$ cat src/rtl/ram_arb_pkg.sv
// Shared types and defaults for the two-port RAM arbiter.
// Holds the requester tag and the RAM geometry constants.
package ram_arb_pkg;

    localparam int RAM_ADDR_W = 6;
    localparam int RAM_DATA_W = 8;

    typedef enum logic {
        REQ_A = 1'b0,
        REQ_B = 1'b1
    } req_id_t;

endpackage

$ cat src/rtl/ram_arbiter_rr_arb2.sv
// Two-way grant logic with a last-winner pointer (round-robin).
// Build with RAM_ARB_FIXED_PRIO_EN for fixed A-over-B priority.
module rr_arb2 (
    input  logic clk,
    input  logic rst,
    input  logic a_req,
    input  logic b_req,
    output logic a_gnt,
    output logic b_gnt
);

`ifdef RAM_ARB_FIXED_PRIO_EN

    wire unused_ok = &{1'b0, clk};

    // A always wins; B only gets the port when A is idle
    always_comb begin
        a_gnt = 1'b0;
        b_gnt = 1'b0;
        if (!rst) begin
            a_gnt = a_req;
            b_gnt = b_req && !a_req;
        end
    end

`else

    logic last_b;

    // Remember who moved last; a grant is always a transfer
    always_ff @(posedge clk or posedge rst) begin
        if (rst) begin
            last_b <= 1'b1;
        end else if (a_gnt || b_gnt) begin
            last_b <= b_gnt;
        end
    end

    // Alternate on contention, otherwise serve whoever asks
    always_comb begin
        a_gnt = 1'b0;
        b_gnt = 1'b0;
        if (!rst) begin
            if (a_req && b_req) begin
                a_gnt = last_b;
                b_gnt = !last_b;
            end else begin
                a_gnt = a_req;
                b_gnt = b_req;
            end
        end
    end

`endif

endmodule

$ cat src/rtl/ram_arbiter.sv
// Shares one registered-read single-port RAM between requesters A and B.
// Define RAM_ARB_FIXED_PRIO_EN for fixed priority instead of round-robin.
module ram_arbiter
    import ram_arb_pkg::*;
#(
    parameter int ADDR_W = RAM_ADDR_W,
    parameter int DATA_W = RAM_DATA_W
) (
    input  logic              clk,
    input  logic              rst,

    input  logic              a_valid,
    output logic              a_ready,
    input  logic              a_we,
    input  logic [ADDR_W-1:0] a_addr,
    input  logic [DATA_W-1:0] a_wdata,
    output logic              a_rvalid,
    output logic [DATA_W-1:0] a_rdata,

    input  logic              b_valid,
    output logic              b_ready,
    input  logic              b_we,
    input  logic [ADDR_W-1:0] b_addr,
    input  logic [DATA_W-1:0] b_wdata,
    output logic              b_rvalid,
    output logic [DATA_W-1:0] b_rdata,

    output logic [DATA_W-1:0] ram_data,
    output logic [ADDR_W-1:0] ram_addr,
    output logic              ram_we,
    input  logic [DATA_W-1:0] ram_q
);

    logic    a_gnt;
    logic    b_gnt;
    logic    rd_pend;
    req_id_t rd_tag;

    rr_arb2 u_arb (
        .clk   (clk),
        .rst   (rst),
        .a_req (a_valid),
        .b_req (b_valid),
        .a_gnt (a_gnt),
        .b_gnt (b_gnt)
    );

    assign a_ready = a_gnt;
    assign b_ready = b_gnt;

    // Steer the winner onto the RAM port; idle port is all zero
    always_comb begin
        ram_we   = 1'b0;
        ram_addr = '0;
        ram_data = '0;
        if (a_gnt) begin
            ram_we   = a_we;
            ram_addr = a_addr;
            ram_data = a_wdata;
        end else if (b_gnt) begin
            ram_we   = b_we;
            ram_addr = b_addr;
            ram_data = b_wdata;
        end
    end

    // Tag an accepted read so its data returns to the issuer next cycle
    always_ff @(posedge clk or posedge rst) begin
        if (rst) begin
            rd_pend <= 1'b0;
            rd_tag  <= REQ_A;
        end else begin
            rd_pend <= (a_gnt || b_gnt) && !ram_we;
            rd_tag  <= b_gnt ? REQ_B : REQ_A;
        end
    end

    // Route the registered RAM output to the tagged requester only
    always_comb begin
        a_rvalid = 1'b0;
        b_rvalid = 1'b0;
        a_rdata  = '0;
        b_rdata  = '0;
        if (rd_pend) begin
            if (rd_tag == REQ_B) begin
                b_rvalid = 1'b1;
                b_rdata  = ram_q;
            end else begin
                a_rvalid = 1'b1;
                a_rdata  = ram_q;
            end
        end
    end

endmodule

$ cat config.mk
export PLATFORM = sky130hd
export DESIGN_NAME = ram_arbiter
export DESIGN_NICKNAME = d
export VERILOG_FILES = /design/src/rtl/ram_arb_pkg.sv /design/src/rtl/ram_arbiter_rr_arb2.sv /design/src/rtl/ram_arbiter.sv
export SDC_FILE = /design/constraint.sdc
export NUM_CORES = 1
export LEC_CHECK = 0
export CAP_MARGIN = 20
export CORE_MARGIN = 2
export CORE_UTILIZATION = 23
export DETAILED_ROUTE_END_ITERATION = 10
export PLACE_DENSITY_LB_ADDON = 0.3
export SYNTH_ARGS = -nofsm -noshare
export SYNTH_HDL_FRONTEND = slang
export SYNTH_SLANG_ARGS = --single-unit
$ cat constraint.sdc
create_clock -name clk -period 1.75 [get_ports clk]
set_input_delay 0.2625 -clock clk [delete_from_list [all_inputs] [get_ports clk]]
set_output_delay 0.2625 -clock clk [all_outputs]
set_load 0.005 [all_outputs]
-- Yosys cells after proc, flatten, opt, wreduce, memory -nomap -nowiden
Index checks and enable logic that the tools add are counted.
- reductions and logical operators: 5
- muxes and demuxes: 19
- operators with widths (operator ; number):
    two-way mux 8 bit ; 6
    two-way mux 6 bit ; 2
    two-way mux 1 bit ; 11
    logical AND 1 bit ; 2
    logical NOT 1 bit ; 2
    logical OR 1 bit ; 1
- logic and storage cells: 27
- output and inout bits: 35
- flip-flop bits (word level): 3
- input port bits: 42

-- Depth between registers and ports, before layout
Gate-level depths: netlist (run 1).
- depth after elaboration: 7
- mapped depth: 5
- mapped depth without buffers: 3

-- By module
Synthesis (run 1) repeated with hierarchy kept, for this count alone.
- cell total of the unflattened synthesis: 54
- area total of the unflattened synthesis: 439.2 µm²
- modules (own cells, without submodules) (module ; instances ; sequential area each (µm²) ; cells an instance ; area each (µm²)):
    ram_arbiter ; 1 ; 50.0 ; 46 ; 366.6
    rr_arb2 ; 1 ; 26.3 ; 8 ; 72.6

-- Least setup slack after synthesis (run 1)
OpenSTA, ideal clock, no wires.
- path type: register to output
- start: register u_arb.last_b
- end: output ram_addr[3]
- arrival: 1.088 ns
- path buffers: 2
- cell stages (with the launch flop): 6
- data required time: 1.487 ns
- setup slack: 0.400 ns
- cells stage by stage: dfstp_2 -> nand2b_1 -> buf_6 -> buf_8 -> a32oi_1 -> nor2_1
- word-level cells in the longest chain between the ends: 5
- elaborated cells between the ends (all ways): 7
- classes of those cells: mux (6); reduce/logical (1)
- RTL lines (item ; line ; source):
    from (decl) ; ram_arbiter_rr_arb2.sv:28 ; logic last_b;
    from (signal assigned) ; ram_arbiter_rr_arb2.sv:35 ; last_b <= b_gnt;
    logical NOT 1 bit ; ram_arbiter_rr_arb2.sv:46 ; b_gnt = !last_b;
    two-way mux 1 bit ; ram_arbiter_rr_arb2.sv:44 ; if (a_req && b_req) begin
    two-way mux 1 bit ; ram_arbiter_rr_arb2.sv:43 ; if (!rst) begin
    two-way mux 6 bit ; ram_arbiter.sv:60 ; end else if (b_gnt) begin
    two-way mux 6 bit (*) ; ram_arbiter.sv:56 ; if (a_gnt) begin
    to (decl) ; ram_arbiter.sv:29 ; output logic [ADDR_W-1:0] ram_addr,
Every way passes the cells marked *; elsewhere a longest branch is shown, timed or not.

-- Worst setup path after layout (run 1)
- start: register u_arb.last_b
- end: output ram_addr[1]
The elaborated chain is that of the path after synthesis.

==> results of run 1 <==
-- registers in the layout, indices dropped and copies added, names as in the netlist --
register,cells
rd_pend,1
rd_tag,1
u_arb.last_b,1
-- critical path, delay by kind of cell, from the launching register on --
kind            cells  cell delay, ps
flops               1             530
buf+inv             4             420
compound gates      1              90
simple gates        2             250
-- power by group --
part,leakage (nW),internal [mW],switching (mW),total (mW)
Clock,0.0150,0.0860,0.0453,0.131
Combinational,0.702,0.239,0.134,0.373
Sequential,0.0370,0.0810,0.00592,0.0869
-- final cells by class --
class | count | area (um^2)
inverter | 1 | 3.75
multi-input combinational | 59 | 402
tap | 28 | 35.0
sequential | 3 | 76.3
fill | 204 | 752
timing repair buffer | 93 | 875
clock buffer | 4 | 26.3
-- per-layer routing --
layer  GRT usage  wire (um)  vias to the layer above
met1       0.160        812                      419
li1            -          -                      443
met2       0.377       1320                       64
met3      0.0351        310                        5
met5           0          0                        -
met4       0.118         56                        0
-- worst max path at each step --
stage / cells past startpoint / slack [ps] / from / end
CTS: 6 / -110 / u_arb.last_b / ram_addr[2]
detailed placement: 6 / -370 / b_valid / ram_addr[2]
finish: 7 / -40 / u_arb.last_b / ram_addr[1]
floorplan: 5 / 400 / u_arb.last_b / ram_addr[3]
global placement: 6 / -290 / b_valid / ram_addr[0]
global route: 7 / -120 / u_arb.last_b / ram_addr[1]
-- cell families (layout without fill, tap and decap cells) --
logic type      after synthesis  in the layout  share of synthesized area
simple gates                 40             40                      0.385
compound gates               19             19                      0.329
buf+inv                      10             98                      0.137
flops                         3              3                      0.149
-- per-stage QoR --
stage,TNS [ps],utilization
2_1_floorplan,0,-
3_3_place_gp,-4700,0.619
3_5_place_dp,-5210,0.619
4_1_cts,-372,0.629
5_1_grt,-721,0.653
6_report,-119,0.653
-- cells in the final DEF (no fill, tap or decap), types with 2 or more instances in the layout --
cell and count:
sky130_fd_sc_hd__clkdlybuf4s50_1 50, sky130_fd_sc_hd__nor2_1 18, sky130_fd_sc_hd__buf_2 16, sky130_fd_sc_hd__a32oi_1 14, sky130_fd_sc_hd__buf_4 10, sky130_fd_sc_hd__and3_1 8
sky130_fd_sc_hd__dlymetal6s2s_1 6, sky130_fd_sc_hd__and2_4 5, sky130_fd_sc_hd__and2_1 4, sky130_fd_sc_hd__buf_6 4, sky130_fd_sc_hd__nand2_1 3, sky130_fd_sc_hd__clkbuf_4 3
sky130_fd_sc_hd__dlygate4sd2_1 3, sky130_fd_sc_hd__buf_12 2, sky130_fd_sc_hd__dfrtp_1 2
-- timing repair --
| action | CTS | global route |
|---|---|---|
| setup buffers | 2 | 4 |
| gates resized for setup | 75 | 15 |
| pin swaps | 15 | 24 |
| setup endpoints to repair | 25 | 25 |
| cloned | 1 | 0 |
==> out/qor_table.md, run 1 <==
| Group | Quantity | Reported |
|---|---|---|
| outcome | Run status | finished, violations left |
| outcome | Violations in the final reports | setup timing |
| yosys | Number of warning messages in the yosys log | 0 |
| cts | Maximum buffer depth of the clock tree | 2 |
| final layout | Post-Layout Cell Count | 188 |
| routing | Remaining number of nets flagged by the antenna check after routing | 0 |
| routing | Iteration count of the initial detailed-routing pass | 4 |
| critical path | Worst R2R Setup Slack | 350 ps |
| cts | Reg clk slew, reported paths | 40 ps |
| cts | CTS Sinks | 3 |
| yosys | Cells after synthesis | 72 |
| yosys | Distinct cells, synth | 19 |
| power and ir drop | Overall power consumption | 0.592 mW |
| global route | GRT Total Usage | 0.185 |
| sta | Tightest Pin Transition | 213 ps |
| critical path | Kind of start point of the critical path | flop |
| routing | Wire length after detailed routing | 2.50 mm |
| yosys | Area leader, netlist | sky130_fd_sc_hd__a32oi_1 |
| critical path | Worst-path cell chain | buf_6 -> nand2b_4 -> buf_12 -> buf_6 -> a32oi_1 -> nor2_1 -> buf_2 |
| critical path | Critical Setup Path Class | flop to primary output |
| floorplanning | I/O pin total | 77 |
| power and ir drop | Leakage power | 0.754 nW |
| yosys | Share of Yosys cell area claimed by the top area cell type | 0.256 |
| floorplanning | Die width | 51.2 um |
| final layout | Net total in the final layout | 203 |
| final layout | Final Instance Area | 1420 um^2 |
| power and ir drop | Maximum vdd drop | 0.000226 V |
| place | RePlAce Congestion | 0.620 |
| sta | Setup violators final | 4 |
| sta | Final critical-path required period | 1790 ps |
| floorplanning | DIE AREA | 2620 um^2 |
| global route | Via count of the first global-routing pass | 903 |
| place | IO Port Bufs | 76 |
| yosys | Register area share after synthesis | 0.149 |
| sta | Worst Clk Skew | 2.90 ps |
| routing | Count of routing violations after the opening detailed-route iteration | 7 |
| cts | Count of hold-fix buffers inserted at cts | 0 |
| yosys | Synth Register Bits | 3 |
| cts | Root Buffer | sky130_fd_sc_hd__clkbuf_4 |
| yosys | Synth Cell Area | 513 um^2 |
| sta | Max-slew violation count | 0 |
| min path | Hold Path Class | input pin to asynchronous set/reset pin |
| routing | DRC violations left | 0 |
| cts | Number of buffers added by the clock tree synthesis step | 3 |
| routing | Via-per-instance ratio | 4.95 |
| critical path | Capturing point of the worst reg2reg path | rd_pend |
| yosys | Most numerous cell in the Yosys netlist | sky130_fd_sc_hd__nor2_1 |
| yosys | Share of flip-flops with an asynchronous set or reset after synthesis | 1.00 |
| sta | FMAX | 557 MHz |
| critical path | Critical Path RT | 1490 ps |
| yosys | EDFF count, synth | 0 |
| critical path | Most frequent cell on the critical path | sky130_fd_sc_hd__buf_6 |
| yosys | Top post-synthesis cells by area | sky130_fd_sc_hd__a32oi_1 (26%), sky130_fd_sc_hd__nor2_1 (13%), sky130_fd_sc_hd__and2_1 (11%) |
| flow run | Max-Cap Viols | 0 |
| final layout | Synthesis-to-layout area growth | 176% |
| global route | Number of antenna violations at the first check in global routing | 0 |
| routing | Detail-routed net length per standard cell | 13.3 um |
| sta | Worst hold margin | 359 ps |
| routing | Vias | 931 |
| power and ir drop | Power density over cell area | 417 nW/um^2 |
| global route | Wire length of the first global-routing pass | 3.63 mm |
| floorplanning | Number of rows created at floorplan | 17 |
| cts | TritonCTS clock tree | done |
| floorplanning | Effective utilization at floorplan | 0.236 |
| place | Half-perimeter wire length after detailed placement | 1.86 mm |
| place | Count of placed standard cells including taps | 177 |
| critical path | Category of the worst setup path capture point | primary output |
| sta | Slack of the critical path | -44.3 ps |
| critical path | Standard cell with the maximum stage delay on the critical path | sky130_fd_sc_hd__dfstp_2 |
| critical path | Startpoint of the most critical register-to-register path | u_arb.last_b |
| critical path | Worst Reg2Reg Path Length in Cells | 6 |
| yosys | Mean cell area of the mapped netlist | 7.12 um^2 |
| critical path | Worst path max stage delay | 530 ps |
| place | Setup slack after placement | -368 ps |
| global route | Total overflow reported by the global router | 0 |
| final layout | Diodes inserted | 0 |
| floorplanning | Height of the chip | 51.2 um |
| sta | Part of the cycle the worst path needs | 1.03 |
| critical path | CP Data Arrival Time | 1530 ps |
| floorplanning | Placeable core area | 2170 um^2 |
| yosys | Main synth FF type | sky130_fd_sc_hd__dfrtp_1 |
| sta | Worst rel slew slack | 0.857 |
| yosys | Mapped Nets | 114 |
| final layout | Layout cell share with drive strength beyond 1 | 0.294 |
| global route | Pin count of the biggest net entering global routing | 18 |
| cts | Clk Latency, worst-skew pair | 250 ps |
| yosys | Top post-synthesis cells by count | sky130_fd_sc_hd__nor2_1 (18), sky130_fd_sc_hd__a32oi_1 (15), sky130_fd_sc_hd__and2_1 (9) |
| critical path | CP max FO | 6 |
| sta | Unrepaired setup endpoints after global routing | true |
| place | Post-Place Cell Area | 1340 um^2 |
| cts | CTS H-tree depth | 1 |
| sta | Final hold viol count | 0 |
Power figures use the tool's default switching activity.
==> run 2: changes to the inputs <==
--- a/config.mk
+++ b/config.mk
@@ -6,7 +6,6 @@
 export NUM_CORES = 1
 export LEC_CHECK = 0
 export CAP_MARGIN = 20
-export CORE_MARGIN = 2
 export CORE_UTILIZATION = 23
 export DETAILED_ROUTE_END_ITERATION = 10
 export PLACE_DENSITY_LB_ADDON = 0.3
==> out/qor_table.md, run 2 (synthesized netlist as in run 1, its figures left out) <==
| Group | Quantity | Reported |
|---|---|---|
| final layout | Layout cell share with drive strength beyond 1 | 0.321 |
| routing | Via-per-instance ratio | 4.90 |
| critical path | Critical Setup Path Class | flop to primary output |
| final layout | Most common library cell in the layout ignoring fill and taps | sky130_fd_sc_hd__clkdlybuf4s50_1 |
| routing | Detail-routed net length per standard cell | 12.3 um |
| final layout | Net total in the final layout | 205 |
| cts | Number of buffers added by the clock tree synthesis step | 3 |
| sta | Max-slew violation count | 0 |
| sta | Final hold viol count | 0 |
| global route | Pin count of the biggest net entering global routing | 18 |
| floorplanning | Number of rows created at floorplan | 16 |
| global route | Total overflow reported by the global router | 0 |
| power and ir drop | Leakage power | 0.758 nW |
| critical path | Worst Reg2Reg Path Length in Cells | 5 |
| floorplanning | DIE AREA | 2420 um^2 |
| cts | Root Buffer | sky130_fd_sc_hd__clkbuf_4 |
| critical path | CP endpoint | ram_addr[3] |
| routing | Iteration count of the initial detailed-routing pass | 4 |
| cts | CTS H-tree depth | 1 |
| floorplanning | I/O pin total | 77 |
| routing | Met2 wire len | 1.19 mm |
| critical path | Category of the worst setup path capture point | primary output |
| final layout | Largest registers in the final layout | rd_pend (1), rd_tag (1), u_arb.last_b (1) |
| place | Count of placed standard cells including taps | 178 |
| critical path | Kind of start point of the critical path | flop |
| critical path | CP Data Arrival Time | 1520 ps |
| sta | Worst Clk Skew | 2.12 ps |
| outcome | Violations in the final reports | setup timing |
| cts | CTS Sinks | 3 |
| routing | Remaining number of nets flagged by the antenna check after routing | 0 |
| final layout | Synthesis-to-layout area growth | 183% |
| sta | Part of the cycle the worst path needs | 1.02 |
| global route | GRT Total Usage | 0.178 |
| place | Half-perimeter wire length after detailed placement | 1.75 mm |
| floorplanning | Placeable core area | 2020 um^2 |
| floorplanning | Die width | 49.2 um |
| critical path | Startpoint of the worst setup timing path | u_arb.last_b |
| floorplanning | Effective utilization at floorplan | 0.254 |
| routing | DRC violations left | 0 |
| routing | Vias | 926 |
| final layout | Leading cell types in the layout, fill and taps excluded | sky130_fd_sc_hd__clkdlybuf4s50_1 (50), sky130_fd_sc_hd__nor2_1 (17), sky130_fd_sc_hd__buf_4 (13), sky130_fd_sc_hd__buf_2 (11), sky130_fd_sc_hd__a32oi_1 (10) |
| critical path | Capturing point of the worst reg2reg path | rd_pend |
| place | IO Port Bufs | 76 |
| final layout | Post-Layout Cell Count | 189 |
| sta | Tightest Pin Transition | 203 ps |
| global route | Wire length of the first global-routing pass | 3.48 mm |
| sta | Final critical-path required period | 1790 ps |
| outcome | Run status | finished, violations left |
| routing | Wire length after detailed routing | 2.33 mm |
| power and ir drop | Maximum vdd drop | 0.000338 V |
| global route | Via count of the first global-routing pass | 825 |
| critical path | Critical Path RT | 1490 ps |
| power and ir drop | Power density over cell area | 412 nW/um^2 |
| routing | Top Metal Used | met3 |
| sta | Worst rel slew slack | 0.864 |
| place | RePlAce Congestion | 0.685 |
| flow run | Max-Cap Viols | 0 |
| cts | TritonCTS clock tree | done |
| cts | Clk Latency, worst-skew pair | 240 ps |
| routing | Met3 routed wirelength | 279 um |
| routing | Count of routing violations after the opening detailed-route iteration | 10 |
| sta | Slack of the critical path | -36.0 ps |
| cts | Reg clk slew, reported paths | 40 ps |
| sta | Unrepaired setup endpoints after global routing | true |
| routing | Wire length the detailed router placed on met1 | 853 um |
| critical path | Startpoint of the most critical register-to-register path | u_arb.last_b |
| cts | Maximum buffer depth of the clock tree | 2 |
| global route | Number of antenna violations at the first check in global routing | 0 |
| critical path | Worst R2R Setup Slack | 410 ps |
| sta | FMAX | 560 MHz |
| floorplanning | Height of the chip | 49.2 um |
| sta | Total Negative Setup Slacks | -128 ps |
| critical path | CP max FO | 8 |
| min path | Hold Path Class | input pin to asynchronous set/reset pin |
| final layout | Diodes inserted | 0 |
| sta | Setup violators final | 7 |
-- run 2: changes by cell type in the layout (fill, tap and decap cells not counted), sizes merged --
cell / delta
clkdlybuf4s15: +1
clkbuf: +4
buf: -3
-- run 2: per-stage QoR --
step	power [mW]	utilization	worst slack (ps)	hold WS, ps	cell area (um^2)
global route	0.638	0.719	-81.2	417	1450
global placement	0.429	0.671	-300	632	1360
floorplan	0.212	-	400	204	513
detailed placement	0.435	0.671	-318	638	1360
CTS	0.586	0.693	-149	379	1400
finish	0.599	0.719	-36.0	380	1450
-- run 2: timing repair --
item                                    in CTS  in global routing
endpoints found under the setup margin      25                 23
hold buffers                                 0                  0
gates cloned                                 1                  0
pin swaps                                   19                 16
buffers inserted                             3                  4
resized for setup                           65                 23
-- run 2: final cells by class --
type / count / area [um^2]
fillers: 171 / 568
well taps: 27 / 33.8
inverters: 1 / 3.75
multi-input cells: 59 / 432
flip-flops and latches: 3 / 76.3
clock buffers: 4 / 26.3
repair buffers: 95 / 882
-- run 2: worst min path at each step --
| stage | from | to | cells after the start |
|---|---|---|---|
| after floorplan | rst | rd_pend | 2 |
| after global placement | rst | rd_pend | 3 |
| after detailed placement | rst | rd_tag | 3 |
| after CTS | rst | rd_tag | 3 |
| after global routing | rst | rd_tag | 3 |
| final | rst | rd_pend | 3 |
-- run 2: routing by layer --
metal	vias to the layer above	global-route usage
met2	61	0.345
met5	-	0
li1	446	-
met3	0	0.0467
met1	419	0.190
met4	0	0.0294
-- run 2: worst max-delay path: stages, from the launching register on --
cell and delay (ps):
sky130_fd_sc_hd__dfstp_2 550, sky130_fd_sc_hd__buf_6 100, sky130_fd_sc_hd__a21boi_4 50, sky130_fd_sc_hd__buf_6 130, sky130_fd_sc_hd__buf_16 130, sky130_fd_sc_hd__a32oi_1 150, sky130_fd_sc_hd__nor2_1 50, sky130_fd_sc_hd__buf_2 120
-- run 2: where the power goes --
part,leakage [nW],switching (mW),internal (mW),total (mW)
Combinational,0.706,0.137,0.247,0.384
Sequential,0.0370,0.00710,0.0811,0.0882
Clock,0.0150,0.0418,0.0858,0.128
Total,0.758,0.186,0.414,0.599
==> run 3: changes to the inputs <==
--- a/config.mk
+++ b/config.mk
@@ -7,6 +7,7 @@
 export LEC_CHECK = 0
 export CAP_MARGIN = 20
 export CORE_UTILIZATION = 23
+export CTS_CLUSTER_DIAMETER = 200
 export DETAILED_ROUTE_END_ITERATION = 10
 export PLACE_DENSITY_LB_ADDON = 0.3
 export SYNTH_ARGS = -nofsm -noshare
==> results of run 3 <==
Final layout, timing and power as in run 2 (identical DEF).
